===== src/rtl/multi_mode_ff_reg_if.sv =====
// Bus bundle for multi_mode_ff_reg: mode control, per-bit operands and registered state.
// With MULTI_MODE_FF_SR_ERR_EN defined the bundle also carries the sticky err flag.
interface multi_mode_ff_reg_if #(
  parameter int unsigned WIDTH = 8
);
  logic [1:0]       mode_in;
  logic             mode_ld;
  logic             en;
  logic [WIDTH-1:0] a;
  logic [WIDTH-1:0] b;
  logic [WIDTH-1:0] q;
  logic [WIDTH-1:0] qn;
  logic [1:0]       mode;
  logic [WIDTH-1:0] chg;
`ifdef MULTI_MODE_FF_SR_ERR_EN
  logic             err;
`endif

  modport master (
    output mode_in, mode_ld, en, a, b,
`ifdef MULTI_MODE_FF_SR_ERR_EN
    input  err,
`endif
    input  q, qn, mode, chg
  );

  modport slave (
    input  mode_in, mode_ld, en, a, b,
`ifdef MULTI_MODE_FF_SR_ERR_EN
    output err,
`endif
    output q, qn, mode, chg
  );
endinterface


===== src/rtl/multi_mode_ff_reg.sv =====
// WIDTH-bit register bank whose bits behave as D, T, JK or SR flip-flops under a shared mode register.
// Define MULTI_MODE_FF_SR_ERR_EN to add a sticky err flag raised by illegal SR (S=R=1) pairs.
module multi_mode_ff_reg #(
  parameter int unsigned      WIDTH   = 8,
  parameter logic [WIDTH-1:0] RST_VAL = {WIDTH{1'b0}}
) (
  input  logic               clk,
  input  logic               rst,
  multi_mode_ff_reg_if.slave bus
);

  typedef enum logic [1:0] {
    MODE_D  = 2'b00,
    MODE_T  = 2'b01,
    MODE_JK = 2'b10,
    MODE_SR = 2'b11
  } mode_e;

  mode_e            mode_q;
  mode_e            mode_d;
  logic [WIDTH-1:0] q_q;
  logic [WIDTH-1:0] q_d;
  logic [WIDTH-1:0] chg_q;
  logic [WIDTH-1:0] chg_d;
`ifdef MULTI_MODE_FF_SR_ERR_EN
  logic             err_q;
  logic             err_d;
`endif

  function automatic logic [WIDTH-1:0] next_t(input logic [WIDTH-1:0] cur,
                                              input logic [WIDTH-1:0] t);
    return cur ^ t;
  endfunction

  // J=K=1 toggles, J alone sets, K alone clears.
  function automatic logic [WIDTH-1:0] next_jk(input logic [WIDTH-1:0] cur,
                                               input logic [WIDTH-1:0] j,
                                               input logic [WIDTH-1:0] k);
    return (j & ~cur) | (~k & cur);
  endfunction

  // S=R=1 is illegal and holds, so only an exclusive S or R moves the bit.
  function automatic logic [WIDTH-1:0] next_sr(input logic [WIDTH-1:0] cur,
                                               input logic [WIDTH-1:0] s,
                                               input logic [WIDTH-1:0] r);
    return (s & ~r) | (cur & ~r) | (cur & s);
  endfunction

  // Next-state selection; q always evaluates under the mode held before this edge.
  always_comb begin
    mode_d = mode_q;
    q_d    = q_q;
    chg_d  = {WIDTH{1'b0}};

    if (bus.mode_ld) begin
      mode_d = mode_e'(bus.mode_in);
    end else begin
      mode_d = mode_q;
    end

    if (bus.en) begin
      case (mode_q)
        MODE_D:  q_d = bus.a;
        MODE_T:  q_d = next_t(q_q, bus.a);
        MODE_JK: q_d = next_jk(q_q, bus.a, bus.b);
        MODE_SR: q_d = next_sr(q_q, bus.a, bus.b);
        default: q_d = q_q;
      endcase
    end else begin
      q_d = q_q;
    end

    chg_d = q_q ^ q_d;
  end

`ifdef MULTI_MODE_FF_SR_ERR_EN
  // Sticky flag: once any bit sees S=R=1 on an enabled SR edge it stays set until reset.
  always_comb begin
    err_d = err_q;
    if (bus.en && (mode_q == MODE_SR) && (|(bus.a & bus.b))) begin
      err_d = 1'b1;
    end else begin
      err_d = err_q;
    end
  end
`endif

  // State registers; reset also discards any mode load arriving in the same cycle.
  always_ff @(posedge clk or posedge rst) begin
    if (rst) begin
      q_q    <= RST_VAL;
      chg_q  <= {WIDTH{1'b0}};
      mode_q <= MODE_D;
`ifdef MULTI_MODE_FF_SR_ERR_EN
      err_q  <= 1'b0;
`endif
    end else begin
      q_q    <= q_d;
      chg_q  <= chg_d;
      mode_q <= mode_d;
`ifdef MULTI_MODE_FF_SR_ERR_EN
      err_q  <= err_d;
`endif
    end
  end

  assign bus.q    = q_q;
  assign bus.qn   = ~q_q;
  assign bus.chg  = chg_q;
  assign bus.mode = mode_q;
`ifdef MULTI_MODE_FF_SR_ERR_EN
  assign bus.err  = err_q;
`endif

endmodule


===== src/flat_wrapper.sv =====
// flat-port wrapper written by rule: the top's interface ports become plain ports
module multi_mode_ff_reg_flat 
#(
  parameter int unsigned      WIDTH   = 8,
  parameter logic [WIDTH-1:0] RST_VAL = {WIDTH{1'b0}}
)
  (clk, rst, bus_mode_in, bus_mode_ld, bus_en, bus_a, bus_b, bus_q, bus_qn, bus_mode, bus_chg);
  multi_mode_ff_reg_if #(.WIDTH(WIDTH)) bus_i ();
  input  logic clk;
  input  logic rst;
  input wire logic [$bits(bus_i.mode_in)-1:0] bus_mode_in;
  input wire logic [$bits(bus_i.mode_ld)-1:0] bus_mode_ld;
  input wire logic [$bits(bus_i.en)-1:0] bus_en;
  input wire logic [$bits(bus_i.a)-1:0] bus_a;
  input wire logic [$bits(bus_i.b)-1:0] bus_b;
  output wire logic [$bits(bus_i.q)-1:0] bus_q;
  output wire logic [$bits(bus_i.qn)-1:0] bus_qn;
  output wire logic [$bits(bus_i.mode)-1:0] bus_mode;
  output wire logic [$bits(bus_i.chg)-1:0] bus_chg;
  assign bus_i.mode_in = bus_mode_in;
  assign bus_i.mode_ld = bus_mode_ld;
  assign bus_i.en = bus_en;
  assign bus_i.a = bus_a;
  assign bus_i.b = bus_b;
  assign bus_q = bus_i.q;
  assign bus_qn = bus_i.qn;
  assign bus_mode = bus_i.mode;
  assign bus_chg = bus_i.chg;
  multi_mode_ff_reg #(.WIDTH(WIDTH), .RST_VAL(RST_VAL)) u_core (.clk(clk), .rst(rst), .bus(bus_i));
endmodule

===== config.mk =====
export PLATFORM = sky130hd
export DESIGN_NAME = multi_mode_ff_reg_flat
export DESIGN_NICKNAME = d
export VERILOG_FILES = /design/src/rtl/multi_mode_ff_reg_if.sv /design/src/rtl/multi_mode_ff_reg.sv /design/src/flat_wrapper.sv
export SDC_FILE = /design/constraint.sdc
export NUM_CORES = 1
export LEC_CHECK = 0
export ABC_AREA = 1
export BUFFER_PORTS_ARGS = -buffer_cell sky130_fd_sc_hd__buf_4
export CAP_MARGIN = 0
export CORE_MARGIN = 4
export CORE_UTILIZATION = 50
export CTS_BUF_LIST = sky130_fd_sc_hd__clkbuf_8
export DETAILED_ROUTE_END_ITERATION = 7
export GPL_TIMING_DRIVEN = 0
export PLACE_DENSITY = 0.78
export SLEW_MARGIN = 0
export SYNTH_ARGS = -nofsm -noshare
export SYNTH_HDL_FRONTEND = slang
export SYNTH_SLANG_ARGS = --single-unit
export TNS_END_PERCENT = 10

===== constraint.sdc =====
create_clock -name clk -period 1.45 [get_ports clk]
set_input_delay 0.145 -clock clk [delete_from_list [all_inputs] [get_ports clk]]
set_output_delay 0.145 -clock clk [all_outputs]
set_load 0.05 [all_outputs]

== Word level (Yosys, flattened, before mapping) ==
Cells that the tools add are included.
W data, S select, Z words.
Storage, ports and cells
  register bits after elaboration: 18
  output and inout bits: 26
  word-level logic and storage cells: 20
Operators by class
  equal/unequal tests: 3
  muxes and demuxes: 2
  bitwise logic cells: 11
  reduce and logical (&&, ||, !) cells: 1
Operators by type and width (count)
  $and A8 B8 Y8: 4
  $pmux W8 S4: 1
  $or A8 B8 Y8: 3
  $not A8 Y8: 2
  $xor A8 B8 Y8: 2
  $mux W8: 1
  $eq A2 B2 Y1 const B: 2
  $eq A2 B1 Y1 const B: 1
  $logic_not A2 Y1: 1

== Logic depth before layout (Yosys ltp) ==
  depth in word-level cells: 7
  gate-level depth with buffers: 8
  mapped depth without buffers: 8

== Worst setup path after synthesis ==
No wires, ideal clock.
  kind: reg2reg
  start point: register u_core.q_q[4] (netlist: u_core.bus.q[4])
  end point: register u_core.chg_q[4] (netlist: u_core.bus.chg[4])
  arrival time: 1.555 ns
  required time: 1.329 ns
  path slack: -0.225 ns
  stages on the path, launching flop included: 8
  path buffers: 0
  clock period less this slack: 1.675 ns
  cell sequence: dfrtp_1 inv_1 nand2_1 nand3_1 nand3_1 nand2_1 nand3_1 nand2_1
On the way
  cells in the longest elaborated chain, start to end: 6
  elaborated cells between the ends (all ways): 11
  those cells by class: mux: 2; bitwise: 9
Ends and longest elaborated chain
  start: declaration: RTL line multi_mode_ff_reg.sv:21  | logic [WIDTH-1:0] q_q;
  start signal: assignment: RTL line multi_mode_ff_reg.sv:98  | q_q <= q_d;
  $not A8 Y8
  named net bus_qn[4]: RTL line flat_wrapper.sv:17  | output wire logic [$bits(bus_i.qn)-1:0] bus_qn;
  $and A8 B8 Y8: RTL line multi_mode_ff_reg.sv:39  | return (j & ~cur) | (~k & cur);
  $or A8 B8 Y8: RTL line multi_mode_ff_reg.sv:39
  $pmux W8 S4: RTL line multi_mode_ff_reg.sv:62  | case (mode_q)
  $mux W8: RTL line multi_mode_ff_reg.sv:61  | if (bus.en) begin
  $xor A8 B8 Y8: RTL line multi_mode_ff_reg.sv:73  | chg_d = q_q ^ q_d;
  named net u_core.chg_d[4]: RTL line multi_mode_ff_reg.sv:24  | logic [WIDTH-1:0] chg_d;
  end signal: assignment: RTL line multi_mode_ff_reg.sv:92  | chg_q <= {WIDTH{1'b0}};
  end signal: assignment: RTL line multi_mode_ff_reg.sv:99  | chg_q <= chg_d;
  end: declaration: RTL line multi_mode_ff_reg.sv:23  | logic [WIDTH-1:0] chg_q;
The timed path passes the listed nets, and every way through them passes these cells.
A chain may end at the register's enable or synchronous reset.

== Worst setup path in the final report ==
  start point: register u_core.mode_q[1] (netlist: u_core.bus.mode[1])
  end point: register u_core.chg_q[5] (netlist: u_core.bus.chg[5])
On the way
  cells in the longest elaborated chain, start to end: 4
  elaborated cells between the ends (all ways): 7
  those cells by class: eq/ne: 3; mux: 2; bitwise: 1; reduce/logical: 1
Ends and longest elaborated chain
  start: declaration: RTL line multi_mode_ff_reg.sv:19  | mode_e mode_q;
  start signal: assignment: RTL line multi_mode_ff_reg.sv:100  | mode_q <= mode_d;
  $eq A2 B2 Y1 (tied with other cells): RTL line multi_mode_ff_reg.sv:62
  $pmux W8 S4 *: RTL line multi_mode_ff_reg.sv:62
  $mux W8 *: RTL line multi_mode_ff_reg.sv:61
  $xor A8 B8 Y8 *: RTL line multi_mode_ff_reg.sv:73
  named net u_core.chg_d[5]: RTL line multi_mode_ff_reg.sv:24
The timed path passes the listed nets; every way through them passes the cells marked *.

==> impl_metrics.csv <==
group,metric,value,unit
synthesis,async_flop_share,1.00,
grt,grt_max_degree,19,
route,antenna_left,0,
layout,multiInputGateArea,669,µm²
cts,root_buffer,"clkbuf_8",
sta,final.setup.worst_slack,0.104,ns
worst_setup_path,r2r_slack,0.10,ns
grt,met1_usage,0.244,
die,num_rows,17,
grt,grt_pass1_vias,1328,
worst_setup_path,startpoint,"u_core.bus.mode[1]",
sta,period_minus_slack,1.35,ns
pwr,comb_power_share,0.523,
synthesis,synth_area,1270,µm²
synthesis,syn_avg_cell_area,6.63,µm²
placed_design,place_area,1660,µm²
route,vias,1424,
synthesis,synth_edf_count,0,
die,ios,48,
sta,max_slew_margin,0.522,
grt,antenna_found_initial,0,
synthesis,yosysSeqAreaShare,0.356,
flow_run,cap_violations,0,
pwr,leakage,0.953,nW
sta,skew,0.000515,ns
worst_setup_path,critPathRequiredTime,1.60,ns
synthesis,synth_ff_type,"dfrtp_1",
layout,drive_gt1_frac,0.266,
worst_setup_path,worstPathMaxFanout,10,
cts,cts.clk_slew.worst_paths,0.07,ns
layout,stdcell_area,1710,µm²
pwr,seq_power_share,0.312,
cts,cts_buffers,3,
die,start_util,0.546,
outcome,outcome,"finished clean",
worst_setup_path,rr_endpoint,"u_core.bus.chg[5]",
pwr,switching_share,0.488,
placed_design,place.gp.congestion,0.743,
layout,area_growth,35.0,%
sta,finalHoldViolCount,0,
sta,drv_slew,0,
grt,use_met2,0.392,
pwr,netSwitchingPower,1.08,mW
worst_setup_path,r2r_start,"u_core.bus.mode[1]",
grt,grt_use_met3,0.0351,
grt,grt_pass1_wl,5580,µm
worst_setup_path,start_kind,"register",
sta,rsz0062_at_grt,"false",
grt,grt_remaining_overflow,0,
grt,grtUsageTotal,0.215,
route,routedWlPerCell,12.9,µm
pwr,powerDensity,1300,nW/µm²
worst_setup_path,cp-endpoint,"u_core.bus.chg[5]",
placed_design,dp_hpwl,2620,µm
route,vias_per_cell,5.29,
cts,cts_sinks,18,
grt,grt-busiest-layer,"met2",
layout,antenna_cells,0,
synthesis,ys_top_cells_by_count,"nand2_1, nand3_1, inv_1, dfrtp_1, o21ai_0",
pwr,p_int,1.13,mW
pwr,finalPower,2.22,mW
sta,fmax,743,MHz
worst_setup_path,cp-end-kind,"register",
layout,seq_area,460,µm²
sta,worst_slew_pin_slew,0.716,ns
worst_setup_path,crit_type,"reg -> reg",
die,die_w,58.3,µm
route,finalWirelength,3470,µm
synthesis,synth_seq_cells,18,
synthesis,synth_top_cell_by_area,"dfrtp_1",
synthesis,yosysWarnings,0,
synthesis,syn_nets,221,
placed_design,pre_cts_ws,0.102,ns
worst_setup_path,reg2reg_depth,7,
synthesis,synth_cell_types,13,
pwr,clock_power_share,0.165,
min_path,hp-class,"in -> async",
sta,layout_worst_path_cycle_share,0.929,
layout,fillers,185,
pwr,ir_drop,0.000997,V
route,drcViolationCount,0,
synthesis,ys_top_cells_by_area,"dfrtp_1, nand2_1, nand3_1",
cts,clk_path_buf_depth,2,
die,die_h,58.3,µm
cts,tritoncts,"built",
cts,worstSkewPairLatency,0.26,ns
route,drtIter0Drc,55,
route,dr.pass1.iters,4,
synthesis,synth_top_area_share,0.356,
synthesis,synth.most_common_cell,"nand2_1",
synthesis,syn_inst,191,
cts,htree_num_levels,1,
placed_design,port_buffers,47,
die,design.core.area,2320,µm²
die,die_area,3400,µm²
worst_setup_path,cp.arrival,1.50,ns
layout,nNetsFinal,273,
sta,finalSetupViolCount,0,
-- how the worst min path moves through the flow --
| stage | to | slack (ns) |
|---|---|---|
| after floorplan | u_core.bus.chg[0] | 0.08 |
| after CTS | u_core.bus.chg[3] | 0.04 |
| after global routing | u_core.bus.chg[6] | 0.07 |
| after global placement | u_core.bus.chg[6] | 0.29 |
| after detailed placement | u_core.bus.chg[3] | 0.31 |
| final | u_core.bus.chg[5] | 0.004 |
-- metal layers --
layer,vias to the layer above,part of all wire,wire (µm)
li1,716,-,-
met1,644,0.40,1400
met2,57,0.51,1780
met3,7,0.066,230
met4,0,0.018,61
met5,-,0,0
-- sequential cells by signal, indices dropped and copies added (netlist names) --
signal	cells
u_core.bus.mode	2
u_core.bus.chg	8
u_core.bus.q	8
-- critical path, stage by stage, from the launching register on --
cell and delay, ns:
dfrtp_1 0.43, inv_2 0.14, nor2_4 0.24, nand3_1 0.11, nand3_1 0.13, nand2_1 0.08
nand3_1 0.07, nand2_1 0.05
-- power groups by stage --
stage                     Sequential, mW  Clock (mW)  Combinational (mW)
final                              0.690       0.366                1.16
after global routing               0.703       0.393                1.25
after CTS                          0.691       0.365                1.16
after detailed placement           0.699           0                1.16
after global placement             0.689           0                1.13
after floorplan                     1.01           0               0.482
-- per-stage QoR --
step | TNS [ns] | utilization | hold slack (ns) | instances
final | 0 | 0.737 | 0.00378 | 269
after global routing | 0 | 0.737 | 0.0735 | 269
after floorplan | -0.183 | - | 0.0830 | 191
after global placement | 0 | 0.718 | 0.291 | 266
after detailed placement | 0 | 0.718 | 0.311 | 266
after CTS | 0 | 0.736 | 0.0355 | 269
-- cell type report --
cell class | instances | area share
Buffer | 1 | 0.00439
Clock buffer | 3 | 0.0242
Inverter | 37 | 0.0835
Multi-Input combinational cell | 135 | 0.392
Sequential cell | 18 | 0.269
Tap cell | 28 | 0.0205
Timing Repair Buffer | 47 | 0.206
-- cell families (layout without fill, tap and decap cells) --
group	count (synthesis)	in the layout	share of synthesized area
flip-flops	18	18	0.356
buffers and inverters	38	88	0.116
AND/OR/NAND/NOR	101	101	0.347
AO/OA/AOI/OAI	26	26	0.103
adder cells (fa/ha/maj)	8	8	0.0791
-- cell usage in the layout (no fill, tap or decap) --
cell type,synthesis,final
nand2_1,59,59
inv_2,2,2
nor2_4,1,1
inv_1,34,34
clkbuf_4,1,1
clkinvlp_4,0,1
o21ai_1,8,8
nand3_1,40,40
dfrtp_2,0,8
dfrtp_1,18,10
o21ai_0,10,10
ha_1,8,8
clkbuf_8,0,3
a21oi_1,8,8
buf_4,0,47
nor2_2,1,1
-- repair_timing --
| action | in CTS | in global routing |
|---|---|---|
| setup buffers | 0 | 0 |
| gates resized for setup | 0 | 1 |
| hold buffers | 0 | 0 |
| setup endpoints to repair | 0 | 3 |
Power figures use the tool's default switching activity.
